File: config.mk
export PLATFORM = sky130hd
export DESIGN_NAME = tdm_frame_master
export DESIGN_NICKNAME = d
export VERILOG_FILES = /design/src/rtl/tdm_pkg.sv /design/src/rtl/tdm_bit_timer.sv /design/src/rtl/tdm_frame_master.sv
export SDC_FILE = /design/constraint.sdc
export NUM_CORES = 1
export LEC_CHECK = 0
export CAP_MARGIN = 10
export CORE_ASPECT_RATIO = 1.75
export CORE_UTILIZATION = 56
export DETAILED_ROUTE_END_ITERATION = 8
export GPL_TIMING_DRIVEN = 1
export PLACE_DENSITY = 0.87
export SLEW_MARGIN = 20
export SYNTH_ARGS = -nofsm -noshare
export SYNTH_HDL_FRONTEND = slang
export SYNTH_HIERARCHICAL = 1
export SYNTH_SLANG_ARGS = --single-unit
export TNS_END_PERCENT = 100
File: constraint.sdc
create_clock -name clk -period 7 [get_ports clk]
set_clock_uncertainty 0.1 [all_clocks]
set_input_delay 2.1 -clock clk [delete_from_list [all_inputs] [get_ports clk]]
set_output_delay 2.1 -clock clk [all_outputs]
set_load 0.02 [all_outputs]
File: src/rtl/tdm_pkg.sv
// Shared types and constants for the f0/c4 TDM frame master.
package tdm_pkg;

  typedef enum logic [1:0] {
    IDLE = 2'd0,
    SYNC = 2'd1,
    RUN  = 2'd2
  } tdm_state_e;

  localparam int TDM_CLK_DIV    = 2;
  localparam int TDM_FRAME_BITS = 32;
  localparam int TDM_MAX_BITS   = 64;

  // Shifted out when a frame starts with no word loaded.
  localparam logic [TDM_MAX_BITS-1:0] TDM_IDLE_FILL = '1;

endpackage

File: src/rtl/tdm_bit_timer.sv
// Per-bit phase counter, frame bit index and registered c4; everything parks at phase 0 while run is low.
// Strobes are one clk wide, asserted in the clk whose closing edge starts a bit / the second half / the sample.
module tdm_bit_timer #(
  parameter int CLK_DIV    = 2,
  parameter int FRAME_BITS = 32
) (
  input  logic clk,
  input  logic reset,
  input  logic run,
  input  logic count_bits,
  output logic c4,
  output logic bit_start,
  output logic half_strobe,
  output logic sample_strobe,
  output logic last_bit
);

  localparam int PH_W = (4 * CLK_DIV > 2) ? $clog2(4 * CLK_DIV) : 1;
  localparam int BI_W = (FRAME_BITS > 2) ? $clog2(FRAME_BITS) : 1;

  localparam logic [PH_W-1:0] PH_LAST   = PH_W'(4 * CLK_DIV - 1);
  localparam logic [PH_W-1:0] PH_HALF   = PH_W'(2 * CLK_DIV - 1);
  localparam logic [PH_W-1:0] PH_SAMPLE = PH_W'(3 * CLK_DIV);
  localparam logic [PH_W-1:0] PH_C4_A   = PH_W'(CLK_DIV);
  localparam logic [PH_W-1:0] PH_C4_B   = PH_W'(2 * CLK_DIV);
  localparam logic [PH_W-1:0] PH_C4_C   = PH_W'(3 * CLK_DIV);
  localparam logic [BI_W-1:0] BIT_LAST  = BI_W'(FRAME_BITS - 1);

  logic [PH_W-1:0] ph_q, ph_d;
  logic [BI_W-1:0] bit_q, bit_d;
  logic            c4_q, c4_d;

  always_comb begin
    ph_d  = '0;
    bit_d = '0;
    if (run) begin
      ph_d  = (ph_q == PH_LAST) ? '0 : ph_q + 1'b1;
      bit_d = bit_q;
      if (ph_q == PH_LAST && count_bits) begin
        bit_d = (bit_q == BIT_LAST) ? '0 : bit_q + 1'b1;
      end
    end
  end

  // c4 is decoded from the next phase so the flop lines up with ph_q.
  always_comb begin
    c4_d = ((ph_d >= PH_C4_A) && (ph_d < PH_C4_B)) || (ph_d >= PH_C4_C);
  end

  always_ff @(posedge clk or posedge reset) begin
    if (reset) begin
      ph_q  <= '0;
      bit_q <= '0;
      c4_q  <= 1'b0;
    end else begin
      ph_q  <= ph_d;
      bit_q <= bit_d;
      c4_q  <= c4_d;
    end
  end

  assign c4            = c4_q;
  assign bit_start     = run && (ph_q == PH_LAST);
  assign half_strobe   = run && (ph_q == PH_HALF);
  assign sample_strobe = run && (ph_q == PH_SAMPLE);
  assign last_bit      = (bit_q == BIT_LAST);

endmodule

File: src/rtl/tdm_frame_master.sv
// f0/c4 TDM frame master: SYNC bit then back-to-back frames, MSB-first tx/rx, one-entry tx buffer (tx_ready = empty).
// Define TDM_LOOPBACK_EN to add the loopback input that feeds data_to_dt back into the receive sampler.
module tdm_frame_master
  import tdm_pkg::*;
#(
  parameter int CLK_DIV    = TDM_CLK_DIV,
  parameter int FRAME_BITS = TDM_FRAME_BITS
) (
  input  logic                  clk,
  input  logic                  reset,
  input  logic                  enable,
  input  logic [FRAME_BITS-1:0] tx_word,
  input  logic                  tx_valid,
  output logic                  tx_ready,
  output logic                  f0,
  output logic                  c4,
  output logic                  data_to_dt,
  input  logic                  data_from_dt,
`ifdef TDM_LOOPBACK_EN
  input  logic                  loopback,
`endif
  output logic [FRAME_BITS-1:0] rx_word,
  output logic                  rx_valid,
  output logic                  cpu_int,
  input  logic                  int_ack,
  output logic                  underrun
);

  tdm_state_e            state_q;
  logic [FRAME_BITS-1:0] buf_q, tx_sr_q, rx_sr_q, rx_word_q;
  logic                  buf_vld_q, f0_q, dout_q, cont_q;
  logic                  rx_valid_q, cpu_int_q, underrun_q;

  logic                  bit_start, half_strobe, sample_strobe, last_bit;
  logic                  rx_bit, load_now, load_empty;
  logic [FRAME_BITS-1:0] rx_next, tx_load;

  tdm_bit_timer #(
    .CLK_DIV    (CLK_DIV),
    .FRAME_BITS (FRAME_BITS)
  ) u_timer (
    .clk           (clk),
    .reset         (reset),
    .run           (state_q != IDLE),
    .count_bits    (state_q == RUN),
    .c4            (c4),
    .bit_start     (bit_start),
    .half_strobe   (half_strobe),
    .sample_strobe (sample_strobe),
    .last_bit      (last_bit)
  );

`ifdef TDM_LOOPBACK_EN
  assign rx_bit = loopback ? dout_q : data_from_dt;
`else
  assign rx_bit = data_from_dt;
`endif

  assign rx_next  = {rx_sr_q[FRAME_BITS-2:0], rx_bit};
  assign load_now = bit_start &&
                    ((state_q == SYNC) || (state_q == RUN && last_bit && cont_q));

  // A word offered in the very clk the buffer is drained goes straight to the shifter.
  always_comb begin
    load_empty = 1'b0;
    if (buf_vld_q) begin
      tx_load = buf_q;
    end else if (tx_valid) begin
      tx_load = tx_word;
    end else begin
      tx_load    = FRAME_BITS'(TDM_IDLE_FILL);
      load_empty = 1'b1;
    end
  end

  always_ff @(posedge clk or posedge reset) begin
    if (reset) begin
      state_q    <= IDLE;
      buf_q      <= '0;
      buf_vld_q  <= 1'b0;
      tx_sr_q    <= '0;
      rx_sr_q    <= '0;
      rx_word_q  <= '0;
      f0_q       <= 1'b1;
      dout_q     <= 1'b1;
      cont_q     <= 1'b0;
      rx_valid_q <= 1'b0;
      cpu_int_q  <= 1'b0;
      underrun_q <= 1'b0;
    end else begin
      rx_valid_q <= 1'b0;
      cpu_int_q  <= rx_valid_q | (cpu_int_q & ~int_ack);

      if (load_now) begin
        buf_vld_q <= 1'b0;
        tx_sr_q   <= {tx_load[FRAME_BITS-2:0], 1'b1};
        dout_q    <= tx_load[FRAME_BITS-1];
        if (load_empty) begin
          underrun_q <= 1'b1;
        end
      end else if (tx_valid && !buf_vld_q) begin
        buf_q     <= tx_word;
        buf_vld_q <= 1'b1;
      end

      case (state_q)
        IDLE: begin
          f0_q   <= 1'b1;
          dout_q <= 1'b1;
          cont_q <= 1'b0;
          if (enable) begin
            state_q <= SYNC;
          end
        end
        SYNC: begin
          if (half_strobe) begin
            f0_q <= 1'b0;
          end
          if (bit_start) begin
            f0_q    <= 1'b1;
            state_q <= RUN;
          end
        end
        RUN: begin
          if (sample_strobe) begin
            rx_sr_q <= rx_next;
            if (last_bit) begin
              rx_word_q  <= rx_next;
              rx_valid_q <= 1'b1;
            end
          end
          // enable is judged once, at the half of the last bit, so f0 and the next frame agree.
          if (half_strobe && last_bit) begin
            cont_q <= enable;
            f0_q   <= ~enable;
          end
          if (bit_start) begin
            f0_q   <= 1'b1;
            cont_q <= 1'b0;
            if (!last_bit) begin
              dout_q  <= tx_sr_q[FRAME_BITS-1];
              tx_sr_q <= tx_sr_q << 1;
            end else if (!cont_q) begin
              state_q <= IDLE;
              dout_q  <= 1'b1;
            end
          end
        end
        default: begin
          state_q <= IDLE;
        end
      endcase
    end
  end

  assign tx_ready   = ~buf_vld_q;
  assign f0         = f0_q;
  assign data_to_dt = dout_q;
  assign rx_word    = rx_word_q;
  assign rx_valid   = rx_valid_q;
  assign cpu_int    = cpu_int_q;
  assign underrun   = underrun_q;

endmodule

# ---- Word level (Yosys, flattened, before mapping)
# Cells that the tools add are included.
dict set report word_totals {
  in_bits 38
  word_cells 102
  reg_bits 145
}
dict set report op_classes {
  n_lt_le_gt_ge 3
  n_eq_ne 14
  reduce_logical 25
  bitwise_logic 6
  add_sub_neg 2
  n_mux 37
}
# op n
set ops {}
lappend ops {{32-bit two-way mux} 6}
lappend ops {{1-bit two-way mux} 17}
lappend ops {{5-bit two-way mux} 3}
lappend ops {{2-bit inequality test (second input constant)} 6}
lappend ops {{1-bit logical AND} 10}
lappend ops {{2-bit two-way mux} 5}
lappend ops {{2-bit AND reduction} 4}
lappend ops {{3-bit equality test (second input constant)} 2}
lappend ops {{3-bit two-way mux} 2}
lappend ops {{3-bit inequality test (second input constant)} 2}
lappend ops {{2-bit case mux with 3 select lines} 1}
lappend ops {{3-bit AND reduction} 2}
lappend ops {{2-bit nonzero test} 3}
lappend ops {{5-bit by 1-bit adder with 5-bit output (second input constant)} 1}
lappend ops {{5-bit equality test (second input constant)} 1}
lappend ops {{5-bit AND reduction} 1}
lappend ops {{1-bit NOT} 4}
lappend ops {{1-bit case mux with 2 select lines} 2}
lappend ops {{3-bit by 1-bit adder with 3-bit output (second input constant)} 1}
lappend ops {{3-bit by 2-bit equality test with 1-bit output (second input constant)} 1}
lappend ops {{3-bit by 2-bit >= comparator with 1-bit output (second input constant)} 1}
lappend ops {{3-bit >= comparator (second input constant)} 1}
lappend ops {{3-bit less-than comparator (second input constant)} 1}
lappend ops {{1-bit case mux with 3 select lines} 1}
lappend ops {{8 further kinds} 9}

# ---- Longest topological paths before layout
dict set report logic_depth {
  ltp_word 10
  depth_mapped 11
  mapped_depth_nobuf 8
}

# ---- Modules after synthesis
# Netlist, hierarchy kept.
# module instances cells_per_inst area_each_um2 seq_area_each_um2
set modules_own_cells {}
lappend modules_own_cells {tdm_frame_master 1 440 5841.9 3405.8}
lappend modules_own_cells {tdm_bit_timer 1 44 460.4 200.2}

# ---- Least setup slack after synthesis
# No wires, ideal clock.
dict set report synth_path {
  path_type {input to register}
  from {input tx_valid}
  to {register buf_q[0]}
  stages 4
  path_slack_ps 3878
  t_arrival_ps 2897
  setup_ps 125
  path_buffers 1
  cell_sequence {nand2b_1 > nor2_8 > buf_12 > mux2_4}
}
dict set report synth_via {
  elab_chain_cells 2
}
# element line_no
set synth_rtl {}
lappend synth_rtl {{from (decl)} tdm_frame_master.sv:13} ;# input logic tx_valid,
lappend synth_rtl {{1-bit logical AND} tdm_frame_master.sv:101} ;# end else if (tx_valid && !buf_vld_q) begin
lappend synth_rtl {{2-bit AND reduction (no line)} -}
lappend synth_rtl {{to (signal assigned)} tdm_frame_master.sv:102} ;# buf_q <= tx_word;
lappend synth_rtl {{to (decl)} tdm_frame_master.sv:30} ;# logic [FRAME_BITS-1:0] buf_q, tx_sr_q, rx_sr_q, rx_word_q;
# Every way passes these cells.
# A chain may end at the register's enable or synchronous reset.

# ---- Worst setup path after layout
dict set report layout_path {
  from {register buf_vld_q}
  to {output tx_ready}
}
dict set report layout_via {
  elab_chain_cells 1
}
# element line_no
set layout_rtl {}
lappend layout_rtl {{from (decl)} tdm_frame_master.sv:31} ;# logic buf_vld_q, f0_q, dout_q, cont_q;
lappend layout_rtl {{from (signal assigned)} tdm_frame_master.sv:80} ;# buf_vld_q <= 1'b0;
lappend layout_rtl {{from (signal assigned)} tdm_frame_master.sv:95} ;# buf_vld_q <= 1'b0;
lappend layout_rtl {{from (signal assigned)} tdm_frame_master.sv:103} ;# buf_vld_q <= 1'b1;
lappend layout_rtl {{1-bit NOT} tdm_frame_master.sv:156} ;# assign tx_ready = ~buf_vld_q;
lappend layout_rtl {{to (decl)} tdm_frame_master.sv:14} ;# output logic tx_ready,
# Every way passes these cells.

==> results.json <==
{
  "numPortBuffers": 76,
  "fin_cells": 697,
  "cp-end-kind": "output pin",
  "tightest_slew_ns": 0.9736,
  "gr-usage-all-layers_pct": 23.74,
  "fin_area_um2": 7689,
  "period_needed_ns": 4.551,
  "hp-class": "reg -> reg",
  "cts-resized-gates": 0,
  "firstDrtPassIters": 6,
  "antennaDiodeCount": 0,
  "grt_max_degree": 86,
  "cts_tree": "yes",
  "final_common_cell": "dfrtp_1",
  "die_x_um": 82.19,
  "worstPathMaxFanout": 34,
  "cts_hold_buf": 0,
  "yosysSeqAreaShare_pct": 57.22,
  "syn_inst": 484,
  "peakVddDrop_mv": 0.2068,
  "yosysUniqueCellTypes": 46,
  "grt_overflow": 0,
  "critical_path_class": "reg -> out",
  "drt-vias-per-instance": 5.933,
  "fp-row-count": 50,
  "met1_usage_pct": 27.97,
  "finalSetupViolCount": 0,
  "rsz0062_at_grt": "false",
  "wire_per_inst_um": 17.69,
  "worst_ep_required_time_ns": 4.80,
  "drt_iter0_markers": 198,
  "ys_warn_count": 6,
  "final_antenna_net_count": 0,
  "grt.met3_usage_pct": 6.410,
  "hold_viol_final": 0,
  "ios": 77,
  "use_met2_pct": 40.89,
  "placed_cells": 666,
  "drcViolationCount": 0,
  "antenna_found_initial": 0,
  "final_cell_mix": "dfrtp_1, clkdlybuf4s50_1, mux2_2",
  "async_flop_share_pct": 100.0,
  "grt_pass1_wl_um": 20930,
  "top_usage_layer": "met2",
  "nets": 604,
  "status": "complete, no violations",
  "drt-total-wl_um": 12330,
  "synth_area_um2": 6302,
  "synth_edf_count": 0,
  "tns_ns": 0,
  "clock_latency_ns": 0.42,
  "synth_ff_type": "dfrtp_1",
  "syn2layout_area_growth_pct": 22.00,
  "cts_max_path_buffers": 2,
  "startpoint_type": "flip-flop",
  "maxSlewViolCount": 0,
  "die_y_um": 142.3,
  "clkSlewWorstSetupHoldPaths_ns": 0.06,
  "drive_above_1_share_pct": 25.04,
  "initial_core_util_pct": 58.23,
  "die-area_um2": 11700,
  "ys_ff_latch": 144,
  "clock-root-buffer": "clkbuf_16",
  "grt_pass1_vias": 4417,
  "numCtsBuffers": 17,
  "fillCellCount": 726,
  "gp_congestion": 0.7644,
  "placed_area_um2": 7091,
  "period_share_pct": 65.02,
  "postCtsSetupBuffers": 0,
  "coreArea_um2": 10820,
  "relSlewSlack_pct": 34.69,
  "critPathArrivalTime_ns": 2.35,
  "power_density_nw_per_um2": 297.2,
  "max_freq_ghz": 0.2197,
  "cts_num_sinks": 144,
  "post-dp-hpwl_um": 7866,
  "routed-via-count": 4135,
  "finalPower_mw": 2.285,
  "syn_nets": 533,
  "h-tree-depth": 4,
  "max_cap_viol_count": 0,
  "p_leak_nw": 3.558,
  "synth_area_per_cell_um2": 13.02
}
[final timing paths]
kind                                              start                            to  slack (ns)  depth (start not counted)
max in group asynchronous                         reset       rx_word[25]$_DFFE_PP0P_        3.84                          3
setup / recovery                  buf_vld_q$_DFFE_PP0P_                      tx_ready        2.45                          2
setup reg to reg           u_timer/bit_q[0]$_DFFE_PP0P_         buf_q[30]$_DFFE_PP0P_        3.85                          8
min in group asynchronous                         reset  u_timer/bit_q[0]$_DFFE_PP0P_        1.96                          2
hold / removal                       rx_valid$_DFF_PP0_             cpu_int$_DFF_PP0_        0.35                          1
hold reg to reg                      rx_valid$_DFF_PP0_             cpu_int$_DFF_PP0_        0.35                          1
[cells in the mapped netlist, types with 2 or more instances]
| cell | count | area [um^2] |
|---|---|---|
| inv_1 | 12 | 45.04 |
| buf_4 | 3 | 22.52 |
| ha_1 | 11 | 137.6 |
| nand2b_1 | 3 | 18.77 |
| a21boi_0 | 2 | 15.01 |
| buf_12 | 3 | 60.06 |
| buf_1 | 2 | 7.510 |
| dfstp_2 | 2 | 52.55 |
| o21a_1 | 3 | 22.52 |
| clkbuf_1 | 12 | 45.04 |
| and3_1 | 3 | 18.77 |
| a31oi_1 | 33 | 206.5 |
| buf_2 | 10 | 50.05 |
| mux2_2 | 67 | 754.5 |
| nor2_1 | 36 | 135.1 |
| a21o_1 | 2 | 15.01 |
| nand2_1 | 36 | 135.1 |
| mux2_4 | 30 | 450.4 |
| a21boi_1 | 2 | 15.01 |
| o221ai_1 | 30 | 262.8 |
| nor2b_1 | 4 | 25.02 |
| dfrtp_1 | 142 | 3553 |
| nand3_1 | 3 | 15.01 |
| nor3b_1 | 2 | 15.01 |
| nand3b_1 | 2 | 15.01 |
| a21oi_1 | 4 | 20.02 |
| o21ai_0 | 6 | 30.03 |
[critical path, stage by stage, from the launching register on]
cell	delay, ns
dfrtp_1	0.37
clkinv_1	0.77
clkdlybuf4s50_1	0.80
[through the flow]
stage	setup WS, ns	hold slack (ns)	utilization [%]
global placement	2.973	0.3420	65.51
global route	2.357	0.3807	71.04
floorplan	1.164	0.3285	-
finish	2.449	0.3539	71.04
CTS	2.455	0.3615	71.02
detailed placement	2.902	0.3441	65.51
[cells by family after synthesis]
family          share of synthesized area (%)
buf+inv                                 3.970
flops                                   57.22
mux                                     19.28
simple gates                            7.346
compound gates                          10.01
fa+ha+maj                               2.184
[power by group]
group	total, mW	internal [mW]	switching (mW)	leakage (nW)
logic	0.338	0.193	0.146	1.48
registers	1.04	0.956	0.0797	1.79
clock network	0.911	0.574	0.337	0.291
total	2.29	1.72	0.562	3.56
[routing by layer]
| layer | share of wire, % | vias up |
|---|---|---|
| met1 | 38 | 2090 |
| met5 | 0 | - |
| met2 | 56 | 140 |
| met4 | 1.3 | 0 |
| met3 | 4.5 | 20 |
| li1 | - | 1885 |
[layout make-up]
type                            count  area, um^2  area share, %
Clock buffer                       20       456.7          5.940
Clock inverter                     11       138.9          1.806
Inverter                           13       53.80         0.6998
Multi-Input combinational cell    295        2450          31.86
Sequential cell                   144        3606          46.90
Tap cell                          130       162.7          2.116
Timing Repair Buffer               84       820.8          10.68
[registers in the layout (all words and copies together), names as in the netlist]
signal,cells
rx_sr_q,31
cont_q,1
buf_vld_q,1
rx_valid,1
tx_sr_q,32
state_q,2
f0,1
underrun,1
data_to_dt,1
buf_q,32
rx_word,32
cpu_int,1
u_timer/bit_q,5
u_timer/ph_q,3
No activity file was read; power rests on OpenSTA's default activity.
